==> src/rtl/pipe_pkg.sv <==
// pipe_pkg: shared fetch-stage constants and the fetch FSM state type.
package pipe_pkg;
    localparam int INSTR_W = 32;
    localparam logic [31:0] RESET_PC_DEFAULT = 32'h0000_3000;
    typedef enum logic [1:0] {IDLE, FETCH, HOLD} fetch_state_t;
endpackage

==> src/rtl/fetch_skid_buf.sv <==
// fetch_skid_buf: one-entry register parking an acked instruction word while decode stalls.
// Ports: clk, rst_n (sync, active-low), load (capture d), clr (drop entry), d (word in),
//        q (held word), valid (entry occupied).
module fetch_skid_buf
    import pipe_pkg::*;
(
    input  logic               clk,
    input  logic               rst_n,
    input  logic               load,
    input  logic               clr,
    input  logic [INSTR_W-1:0] d,
    output logic [INSTR_W-1:0] q,
    output logic               valid
);
    always_ff @(posedge clk) begin
        if (!rst_n) begin
            q     <= '0;
            valid <= 1'b0;
        end else if (load) begin
            q     <= d;
            valid <= 1'b1;
        end else if (clr) begin
            valid <= 1'b0;
        end
    end
endmodule

==> src/rtl/fetch_pc_unit.sv <==
// fetch_pc_unit: fetch PC generator, one-outstanding imem req/ack master and F/D register.
// Ports: clk, rst_n (sync, active-low); stall_i freezes F/D; redirect_i/redirect_pc_i from decode;
//        imem_req_o/imem_addr_o/imem_ack_i/imem_rdata_i to instruction memory;
//        instr_d_o/pc4_d_o/valid_d_o form the F/D register.
module fetch_pc_unit
    import pipe_pkg::*;
#(
    parameter logic [31:0] RESET_PC = RESET_PC_DEFAULT
) (
    input  logic        clk,
    input  logic        rst_n,
    input  logic        stall_i,
    input  logic        redirect_i,
    input  logic [31:0] redirect_pc_i,
    output logic        imem_req_o,
    output logic [31:0] imem_addr_o,
    input  logic        imem_ack_i,
    input  logic [31:0] imem_rdata_i,
    output logic [31:0] instr_d_o,
    output logic [31:0] pc4_d_o,
    output logic        valid_d_o
);
    fetch_state_t state, state_nx;
    logic [31:0] pc, pc4, pend_pc, next_pc, skid_q;
    logic pend_v, accept, ack_ok, skid_load, retire, skid_v;

    fetch_skid_buf u_skid (
        .clk   (clk),
        .rst_n (rst_n),
        .load  (skid_load),
        .clr   (retire && state == HOLD),
        .d     (imem_rdata_i),
        .q     (skid_q),
        .valid (skid_v)
    );

    always_comb begin
        pc4       = pc + 32'd4;
        accept    = redirect_i && !stall_i;
        next_pc   = accept ? redirect_pc_i : pend_v ? pend_pc : pc4;
        ack_ok    = state == FETCH && imem_ack_i;
        skid_load = ack_ok && stall_i;
        // the current word leaves fetch either straight from memory or from the skid
        retire    = (ack_ok || state == HOLD) && !stall_i;
        state_nx  = state;
        case (state)
            IDLE:    state_nx = FETCH;
            FETCH:   state_nx = skid_load ? HOLD : FETCH;
            HOLD:    state_nx = stall_i ? HOLD : FETCH;
            default: state_nx = IDLE;
        endcase
    end

    assign imem_req_o  = state == FETCH;
    assign imem_addr_o = pc;

    always_ff @(posedge clk) begin
        if (!rst_n) begin
            state     <= IDLE;
            pc        <= RESET_PC;
            pend_v    <= 1'b0;
            pend_pc   <= '0;
            instr_d_o <= '0;
            pc4_d_o   <= '0;
            valid_d_o <= 1'b0;
        end else begin
            state <= state_nx;
            if (retire) begin
                // delay slot enters F/D; any redirect only steers the following address
                pc        <= next_pc;
                pend_v    <= 1'b0;
                instr_d_o <= state == HOLD ? skid_q : imem_rdata_i;
                pc4_d_o   <= pc4;
                valid_d_o <= state == HOLD ? skid_v : 1'b1;
            end else begin
                if (accept) begin
                    pend_v  <= 1'b1;
                    pend_pc <= redirect_pc_i;
                end
                if (state == FETCH && !imem_ack_i && !stall_i)
                    valid_d_o <= 1'b0;
            end
        end
    end
endmodule

==> config.mk <==
export PLATFORM = sky130hd
export DESIGN_NAME = fetch_pc_unit
export DESIGN_NICKNAME = d
export VERILOG_FILES = /design/src/rtl/pipe_pkg.sv /design/src/rtl/fetch_skid_buf.sv /design/src/rtl/fetch_pc_unit.sv
export SDC_FILE = /design/constraint.sdc
export NUM_CORES = 1
export LEC_CHECK = 0
export ABC_AREA = 1
export CAP_MARGIN = 20
export CORE_MARGIN = 4
export CORE_UTILIZATION = 63
export DETAILED_ROUTE_END_ITERATION = 8
export DONT_BUFFER_PORTS = 1
export PLACE_DENSITY = 0.88
export SKIP_CTS_REPAIR_TIMING = 1
export SLEW_MARGIN = 20
export SYNTH_ARGS = -nofsm -noshare
export SYNTH_HDL_FRONTEND = slang
export SYNTH_SLANG_ARGS = --single-unit
==> constraint.sdc <==
create_clock -name clk -period 1.82 [get_ports clk]
set_input_delay 0.273 -clock clk [delete_from_list [all_inputs] [get_ports clk]]
set_output_delay 0.273 -clock clk [all_outputs]
set_load 0.02 [all_outputs]
==> After elaboration in Yosys (flattened, before gate mapping) <==
Index checks and enable logic that the tools add are counted.
{ "word_totals": {"regBits": 165, "inputBits": 69, "output_inout_bits": 98, "word_cells": 40} }
{ "op_classes": {"n_addsub": 1, "n_eq_ne": 2, "muxes": 11, "bitwise": 2, "reduce_logical": 15} }
{ "ops": {"columns": ["op", "count"], "rows": [
  ["32-bit two-way mux", 3],
  ["32-bit by 3-bit adder with 32-bit output (second input constant)", 1],
  ["1-bit logical AND", 7],
  ["2-bit one-hot mux with 3 select lines", 1],
  ["1-bit two-way mux", 5],
  ["2-bit two-way mux", 2],
  ["2-bit nonzero test", 2],
  ["2-bit by 1-bit equality test with 1-bit output (second input constant)", 1],
  ["2-bit equality test (second input constant)", 1],
  ["1-bit zero test", 2],
  ["2-bit zero test", 1],
  ["1-bit NOT", 2],
  ["2-bit AND reduction", 1],
  ["2-bit OR reduction", 1],
  ["1-bit logical OR", 1]
]} }

==> Depth between registers and ports, before layout <==
Gate-level depths: netlist of run 1.
{ "logic_depth": {"word_depth": 7, "mapped_depth": 12, "depth_no_buf": 11} }

==> Hierarchy <==
From an unflattened synthesis of run 1, not the netlist that was laid out.
{ "hier_totals": {"hier_cells": 973, "area_unflattened_um2": 7278.2} }
{ "modules_own_cells": {"columns": ["mod", "n_inst", "cells_each", "area_per_inst_um2", "seq_area_each_um2"], "rows": [
  ["fetch_pc_unit", 1, 830, 6122.1, 2642.5],
  ["fetch_skid_buf", 1, 143, 1156.1, 660.6]
]} }

==> Least setup slack after synthesis of run 1 <==
Ideal clock, no wire load.
{ "synth_path": {"path_kind": "reg2reg", "from": "register pc[2] (netlist: imem_addr_o[2])", "to": "register pc4_d_o[26]", "setup_ns": 0.115, "arrival_ns": 1.541, "required_ns": 1.705, "slack_ns": 0.164, "path_stages_with_launch": 11, "path_buffers": 0, "synth_period_minus_slack_ns": 1.656, "cell_sequence": "dfxtp_1 ha_1 nand2_1 nor2_4 nand2_2 nor2_4 nand3_1 nand2_1 nand2_1 o211ai_1 inv_2"} }
{ "synth_between": {"elab_chain_len": 1} }
{ "synth_lines": {"columns": ["item", "line", "source"], "rows": [
  ["start, declared", "fetch_pc_unit.sv:24", "logic [31:0] pc, pc4, pend_pc, next_pc, skid_q;"],
  ["start signal, assigned", "fetch_pc_unit.sv:70", "pc <= next_pc;"],
  ["32-bit by 3-bit adder with 32-bit output", "fetch_pc_unit.sv:38", "pc4 = pc + 32'd4;"],
  ["end signal, assigned", "fetch_pc_unit.sv:73", "pc4_d_o <= pc4;"],
  ["end, declared", "fetch_pc_unit.sv:20", "output logic [31:0] pc4_d_o,"]
]} }
No other way between the ends.
A chain may end at the register's enable or synchronous reset.

==> Final worst setup path of run 1 <==
{ "layout_path": {"from": "register state[0]", "to": "register pc[22] (netlist: imem_addr_o[22])"} }
{ "layout_between": {"elab_chain_len": 4, "elab_cells_between_ends": 5, "classes_between": "eq/ne: 2; reduce/logical: 3"} }
{ "layout_lines": {"columns": ["item", "line", "source"], "rows": [
  ["start, declared", "fetch_pc_unit.sv:23", "fetch_state_t state, state_nx;"],
  ["start signal, assigned", "fetch_pc_unit.sv:67", "state <= state_nx;"],
  ["2-bit by 1-bit equality test with 1-bit output", "fetch_pc_unit.sv:41", "ack_ok = state == FETCH && imem_ack_i;"],
  ["1-bit logical AND", "fetch_pc_unit.sv:41", null],
  ["1-bit logical OR *", "fetch_pc_unit.sv:44", "retire = (ack_ok || state == HOLD) && !stall_i;"],
  ["1-bit logical AND *", "fetch_pc_unit.sv:44", null]
]} }
Mark *: on every way between the ends. The rest lies on a longest branch, timed or not.

==> results of run 1 <==
cell families (layout without fill, tap and decap cells):
kind of cell | Yosys count | in the layout | share of synthesized area
simple gates | 431 | 431 | 0.2415
compound gates | 284 | 284 | 0.2127
flops | 165 | 165 | 0.4513
buf+inv | 120 | 160 | 0.07487
xor+xnor | 15 | 15 | 0.01795
fa+ha+maj | 1 | 1 | 0.001709
layer usage:
layer | share of wire | global-route usage | routed length, um
met2 | 0.46 | 0.4653 | 9935
met1 | 0.40 | 0.3982 | 8459
met3 | 0.12 | 0.08982 | 2568
met5 | 0 | 0 | 0
met4 | 0.020 | 0.1075 | 435
area by class of cell:
| type | instances | area [um2] | share of cell area |
|---|---|---|---|
| flip-flops and latches | 165 | 3303 | 0.3908 |
| clock buffers | 19 | 452.9 | 0.05359 |
| clock inverters | 13 | 193.9 | 0.02295 |
| inverters | 55 | 219.0 | 0.02591 |
| multi-input cells | 731 | 3471 | 0.4107 |
| well taps | 143 | 178.9 | 0.02117 |
| repair buffers | 73 | 633.1 | 0.07491 |
sequential cells by signal, summed over array words and instances (netlist names):
register,cells
imem_addr_o,32
instr_d_o,32
pc4_d_o,32
pend_pc,32
u_skid.q,32
state,2
pend_v,1
u_skid.valid,1
valid_d_o,1
power groups by stage:
stage | Sequential [mW] | Combinational (mW) | Clock [mW]
finish | 4.09 | 0.838 | 3.89
global route | 4.11 | 0.922 | 4.07
CTS | 4.09 | 0.774 | 3.92
detailed placement | 4.17 | 0.765 | 0
global placement | 4.16 | 0.739 | 0
floorplan | 4.17 | 0.545 | 0
how the worst max path moves through the flow:
stage	startpoint	endpoint	slack [ns]	cells past startpoint
after floorplan	imem_addr_o[2]	pc4_d_o[26]	0.16	10
after global placement	state[0]	instr_d_o[8]	0.19	9
after detailed placement	state[0]	instr_d_o[13]	0.04	9
after CTS	state[1]	instr_d_o[26]	0.01	8
after global routing	state[1]	pc4_d_o[13]	-0.02	10
final	state[0]	imem_addr_o[22]	0.04	8
Yosys cell counts:
library cell / number
nand2_4: 1
inv_2: 7
a211oi_1: 13
a31oi_1: 41
and2_1: 1
nand3b_1: 10
ha_1: 1
nor2_1: 166
nand4_1: 2
o21ai_0: 124
nor2_2: 9
a22o_1: 10
buf_4: 6
xnor2_1: 4
nor3_1: 1
a21oi_1: 71
inv_1: 46
o211ai_1: 1
nand3_1: 9
buf_2: 16
nand2_1: 219
xor2_1: 11
o21ai_1: 21
buf_6: 7
dfxtp_1: 165
clkinv_1: 1
o21ai_2: 1
inv_4: 1
nand2_2: 7
nor2_4: 6
clkbuf_1: 36
a221oi_1: 2
worst max-delay path, delay by kind of cell (launching register included):
family | cells | cell delay (ns)
compound gates | 2 | 0.49
simple gates | 4 | 0.52
buf+inv | 2 | 0.32
flops | 1 | 0.31
==> impl_metrics.py, run 1 <==
metrics = {
    "synth": {
        "yosysWarnings": 0,
        "ys_top_cells_by_area": "dfxtp_1 (45%), nand2_1 (11%), nor2_1 (8.5%), o21ai_0 (8.5%), a21oi_1 (4.9%)",
        "synthCells": 1016,
        "synth_top_area_share": 0.4513,
        "syn_area_um2": 7320,
        "syn_nets": 1086,
        "synth.distinct_cells": 32,
        "synth_seq_cells": 165,
        "ys_seq_area_frac": 0.4513,
        "post_synth.cell_area_avg_um2": 7.204,
        "synth_largest_area_cell": "dfxtp_1",
    },
    "worst_hold_path": {
        "hp-class": "in2reg",
        "hold_path_end": "u_skid.q[20]",
        "hold_depth": 2,
        "hp-start": "imem_rdata_i[20]",
    },
    "timing": {
        "setup_viol": 0,
        "relSlewSlack": 0.5958,
        "finalClockSkew_ns": 0.01387,
        "layout_min_cycle_time_ns": 1.778,
        "period_share": 0.9767,
        "clock.fmax_mhz": 562.5,
        "hold_viol_final": 18,
        "setup_slack_ns": 0.04237,
        "hold_ws_ns": -0.01701,
        "maxSlewViolCount": 0,
        "finalSetupTns_ns": 0,
        "worst_pin_slew_ns": 0.6054,
    },
    "die": {
        "die-area_um2": 13410,
        "die_y_um": 115.8,
        "rows": 39,
        "ioPinCount": 167,
        "die_w_um": 115.8,
        "initial_utilization": 0.6410,
        "coreArea_um2": 11420,
    },
    "clock_network": {
        "clk_latency_ns": 0.43,
        "cts_tree": "done",
        "htree_levels": 4,
        "cts_buffers": 17,
        "cts_root_buf": "clkbuf_16",
        "clockBufferDepth": 2,
        "clkSinkCount": 165,
        "clk_pin_slew_ns": 0.07,
    },
    "power": {
        "power_density_nw_per_um2": 1044,
        "p_leak_nw": 3.454,
        "seq_power_share": 0.464,
        "combinationalPowerShare": 0.095,
        "fin_total_pwr_mw": 8.824,
        "power.switching_mw": 2.296,
        "peakVddDrop_uv": 957.5,
        "internal_power_mw": 6.528,
        "swShare": 0.2602,
        "power_frac_clock": 0.441,
    },
    "global_route": {
        "grt_pass1_vias": 6190,
        "grt_first_pass_wirelength_um": 31600,
        "grt.total_usage": 0.2996,
        "grt_overflow_total": 0,
        "grt_max_degree": 131,
        "grt_antenna_before_repair": 0,
    },
    "placed_design": {
        "dp.cells": 1146,
        "hpwl_um": 13840,
        "placed_area_um2": 7577,
        "io_buffers": 0,
        "place_ws_ns": 0.03986,
        "place.gp.congestion": 0.9273,
    },
    "layout": {
        "fin_nets": 1113,
        "n_antenna_cell": 0,
        "layout_commonest_cell": "nand2_1",
        "postLayoutCellArea_um2": 8452,
        "layout-drive-gt1-share": 0.1108,
        "syn2layout_area_growth_pct": 15.47,
        "nFillCells": 888,
        "final_cells": 1199,
        "fin_util": 0.7402,
        "layout_common_cells": "nand2_1 (219), nor2_1 (165), dfxtp_1 (165)",
    },
    "worst_setup_path": {
        "timing.rr.start": "state[0]",
        "cpMostUsedCell": "nand2_2",
        "rr_endpoint": "imem_addr_o[22]",
        "slowest_delay_ns": 0.36,
        "slowest_stage": "a211oi_1",
        "critPathKind": "reg2reg",
        "cp-start-kind": "flip-flop",
        "critical_path.max_fanout": 19,
        "r2r_cells": 8,
        "cp.required_ns": 2.11,
        "endpoint_kind": "flip-flop",
        "cp.arrival_ns": 2.07,
        "crit_path_cell_trace": "inv_1 -> nor2_2 -> nand2_2 -> nand2_2 -> nand2_4 -> buf_4 -> a211oi_1 -> a21oi_1",
        "rrSetupSlack_ns": 0.04,
    },
    "detailed_routing": {
        "postRouteAntennaNets": 0,
        "drc_errors": 0,
        "wire_per_inst_um": 17.85,
        "wl_um": 21400,
        "drtIter0Drc": 996,
        "via_count": 7144,
        "vias_per_cell": 5.958,
        "drt-pass1-iter-count": 6,
    },
    "run_status": {
        "violations": "negative hold slack",
        "status": "finished, violations left",
    },
    "job": {
        "timing.max_cap.violations": 0,
    },
}
(Power assumes the default switching activity.)
==> inputs of run 2 (changes only) <==
--- a/config.mk
+++ b/config.mk
@@ -8,10 +8,11 @@
 export ABC_AREA = 1
 export CAP_MARGIN = 20
 export CORE_MARGIN = 4
-export CORE_UTILIZATION = 63
+export CORE_UTILIZATION = 48
+export CTS_BUF_LIST = sky130_fd_sc_hd__clkbuf_2
 export DETAILED_ROUTE_END_ITERATION = 8
 export DONT_BUFFER_PORTS = 1
-export PLACE_DENSITY = 0.88
+export PLACE_DENSITY = 0.72
 export SKIP_CTS_REPAIR_TIMING = 1
 export SLEW_MARGIN = 20
 export SYNTH_ARGS = -nofsm -noshare
==> run 2 against run 1 <==
  * The run now ends clean
  * Critical path depth is 1 lower
  * Power is 21% lower
  * Sequential power hardly changed
  * Global-route usage is 6.5 points lower
  * Clock-buffer cell count is 1 lower
  * Wire length hardly changed
  * First-iteration DRC count is 40% lower
  * Sequential share of layout area is 0.78 points lower
  * Register-to-register slack better by 0.06 ns
  * Highest routed layer unchanged
==> impl_metrics.py, run 2 (same netlist as run 1, synthesis figures left out) <==
metrics = {
    "power": {
        "swShare": 0.3078,
        "internal_power_mw": 4.849,
        "power_frac_clock": 0.274,
        "power_density_nw_per_um2": 810.6,
        "peakVddDrop_uv": 593.0,
        "combinationalPowerShare": 0.142,
        "seq_power_share": 0.584,
        "p_leak_nw": 3.485,
        "power.switching_mw": 2.156,
    },
    "timing": {
        "finalSetupTns_ns": 0,
        "hold_viol_final": 0,
        "clock.fmax_mhz": 581.9,
        "period_share": 0.9443,
        "finalClockSkew_ns": 0.02999,
        "worst_pin_slew_ns": 0.6426,
        "maxSlewViolCount": 0,
        "layout_min_cycle_time_ns": 1.719,
        "setup_viol": 0,
        "relSlewSlack": 0.5710,
        "rsz0062_at_grt": "false",
    },
    "detailed_routing": {
        "vias_per_cell": 5.484,
        "via_count": 7052,
        "drc_errors": 0,
        "wire_per_inst_um": 16.65,
        "postRouteAntennaNets": 0,
        "wl_um": 21410,
        "drtIter0Drc": 602,
        "drt-pass1-iter-count": 5,
    },
    "job": {
        "timing.max_cap.violations": 0,
    },
    "layout": {
        "fin_nets": 1158,
        "layout-drive-gt1-share": 0.1073,
        "final_cells": 1286,
        "syn2layout_area_growth_pct": 18.05,
        "layout_commonest_cell": "nand2_1",
        "layout_common_cells": "nand2_1 (219), nor2_1 (165), dfxtp_1 (160)",
    },
    "global_route": {
        "grt_first_pass_wirelength_um": 32970,
        "grt_antenna_before_repair": 2,
        "grt_overflow_total": 0,
        "grt_max_degree": 131,
        "grt_pass1_vias": 5965,
        "grt.total_usage": 0.2343,
    },
    "worst_setup_path": {
        "cp.arrival_ns": 2.35,
        "critical_path.max_fanout": 40,
        "r2r_cells": 7,
        "critPathKind": "reg2reg",
        "endpoint_kind": "flip-flop",
        "cp-start-kind": "flip-flop",
        "cp.required_ns": 2.45,
    },
    "worst_hold_path": {
        "hp-class": "in2reg",
        "hold_depth": 3,
    },
    "placed_design": {
        "place.gp.congestion": 0.8658,
        "io_buffers": 0,
        "dp.cells": 1183,
        "hpwl_um": 14370,
    },
    "clock_network": {
        "cts_tree": "done",
        "clk_latency_ns": 0.74,
        "clk_pin_slew_ns": 0.24,
        "cts_buffers": 17,
        "clockBufferDepth": 2,
        "clkSinkCount": 165,
        "htree_levels": 4,
        "cts_root_buf": "clkbuf_2",
    },
    "die": {
        "die-area_um2": 17290,
        "die_w_um": 131.5,
        "ioPinCount": 167,
        "die_y_um": 131.5,
        "coreArea_um2": 14750,
        "rows": 44,
        "initial_utilization": 0.4961,
    },
    "run_status": {
        "status": "finished clean",
    },
}
run 2: changes by cell type in the layout (fill, tap and decap cells not counted), sizes merged:
cell         before  now
bufinv            4    2
clkinv            6    8
clkinvlp          1    4
clkbuf           19   18
dlygate4sd3      21   69
diode             0    2
inv              57   54
buf              52   49
run 2: power by group through the flow:
| stage | logic, mW | clock network [mW] | registers [mW] |
|---|---|---|---|
| CTS | 0.788 | 1.97 | 4.09 |
| global placement | 0.772 | 0 | 4.16 |
| floorplan | 0.545 | 0 | 4.17 |
| global route | 1.10 | 2.14 | 4.12 |
| finish | 0.995 | 1.92 | 4.09 |
| detailed placement | 0.786 | 0 | 4.16 |
run 2: area by class of cell:
type	count	area, um2
Multi-Input combinational cell	731	3486
Clock buffer	18	90.09
Tap cell	184	230.2
Fill cell	1374	6113
Timing Repair Buffer	118	1165
Clock inverter	13	133.9
Antenna cell	2	5.005
Inverter	55	221.5
Sequential cell	165	3309
run 2: final timing paths:
kind                         start               to  slack (ns)
setup / recovery          state[1]  imem_addr_o[26]        0.10
hold reg to reg        pend_pc[15]      pend_pc[15]        0.47
setup reg to reg          state[1]  imem_addr_o[26]        0.10
hold / removal    imem_rdata_i[24]     u_skid.q[24]        0.23
run 2: metrics by stage:
| step | setup WS [ns] | util | total power, mW | hold WS [ns] | instance area, um2 |
|---|---|---|---|---|---|
| final | 0.1014 | 0.5857 | 7.005 | 0.2255 | 8641 |
| after global routing | 0.001159 | 0.5857 | 7.360 | 0.1231 | 8641 |
| after CTS | 0.008970 | 0.5336 | 6.845 | -0.4401 | 7873 |
| after detailed placement | 0.08342 | 0.5184 | 4.947 | 0.4179 | 7649 |
| after global placement | 0.1306 | 0.5184 | 4.929 | 0.4111 | 7649 |
| after floorplan | 0.1638 | - | 4.712 | 0.4079 | 7320 |
run 2: per-layer routing:
metal,vias up,wire length (um),track usage
li1,3511,-,-
met1,3238,9548,0.3230
met2,262,9598,0.3330
met3,41,1821,0.1002
met4,0,443,0.07118
met5,-,0,0
run 2: worst max-delay path: stages, from the launching register on:
cell      delay [ns]
dfxtp_2         0.39
nor2_4          0.13
nand2_2         0.08
nand2_2         0.13
nand2_4         0.14
buf_12          0.22
a211oi_1        0.40
a21oi_1         0.11
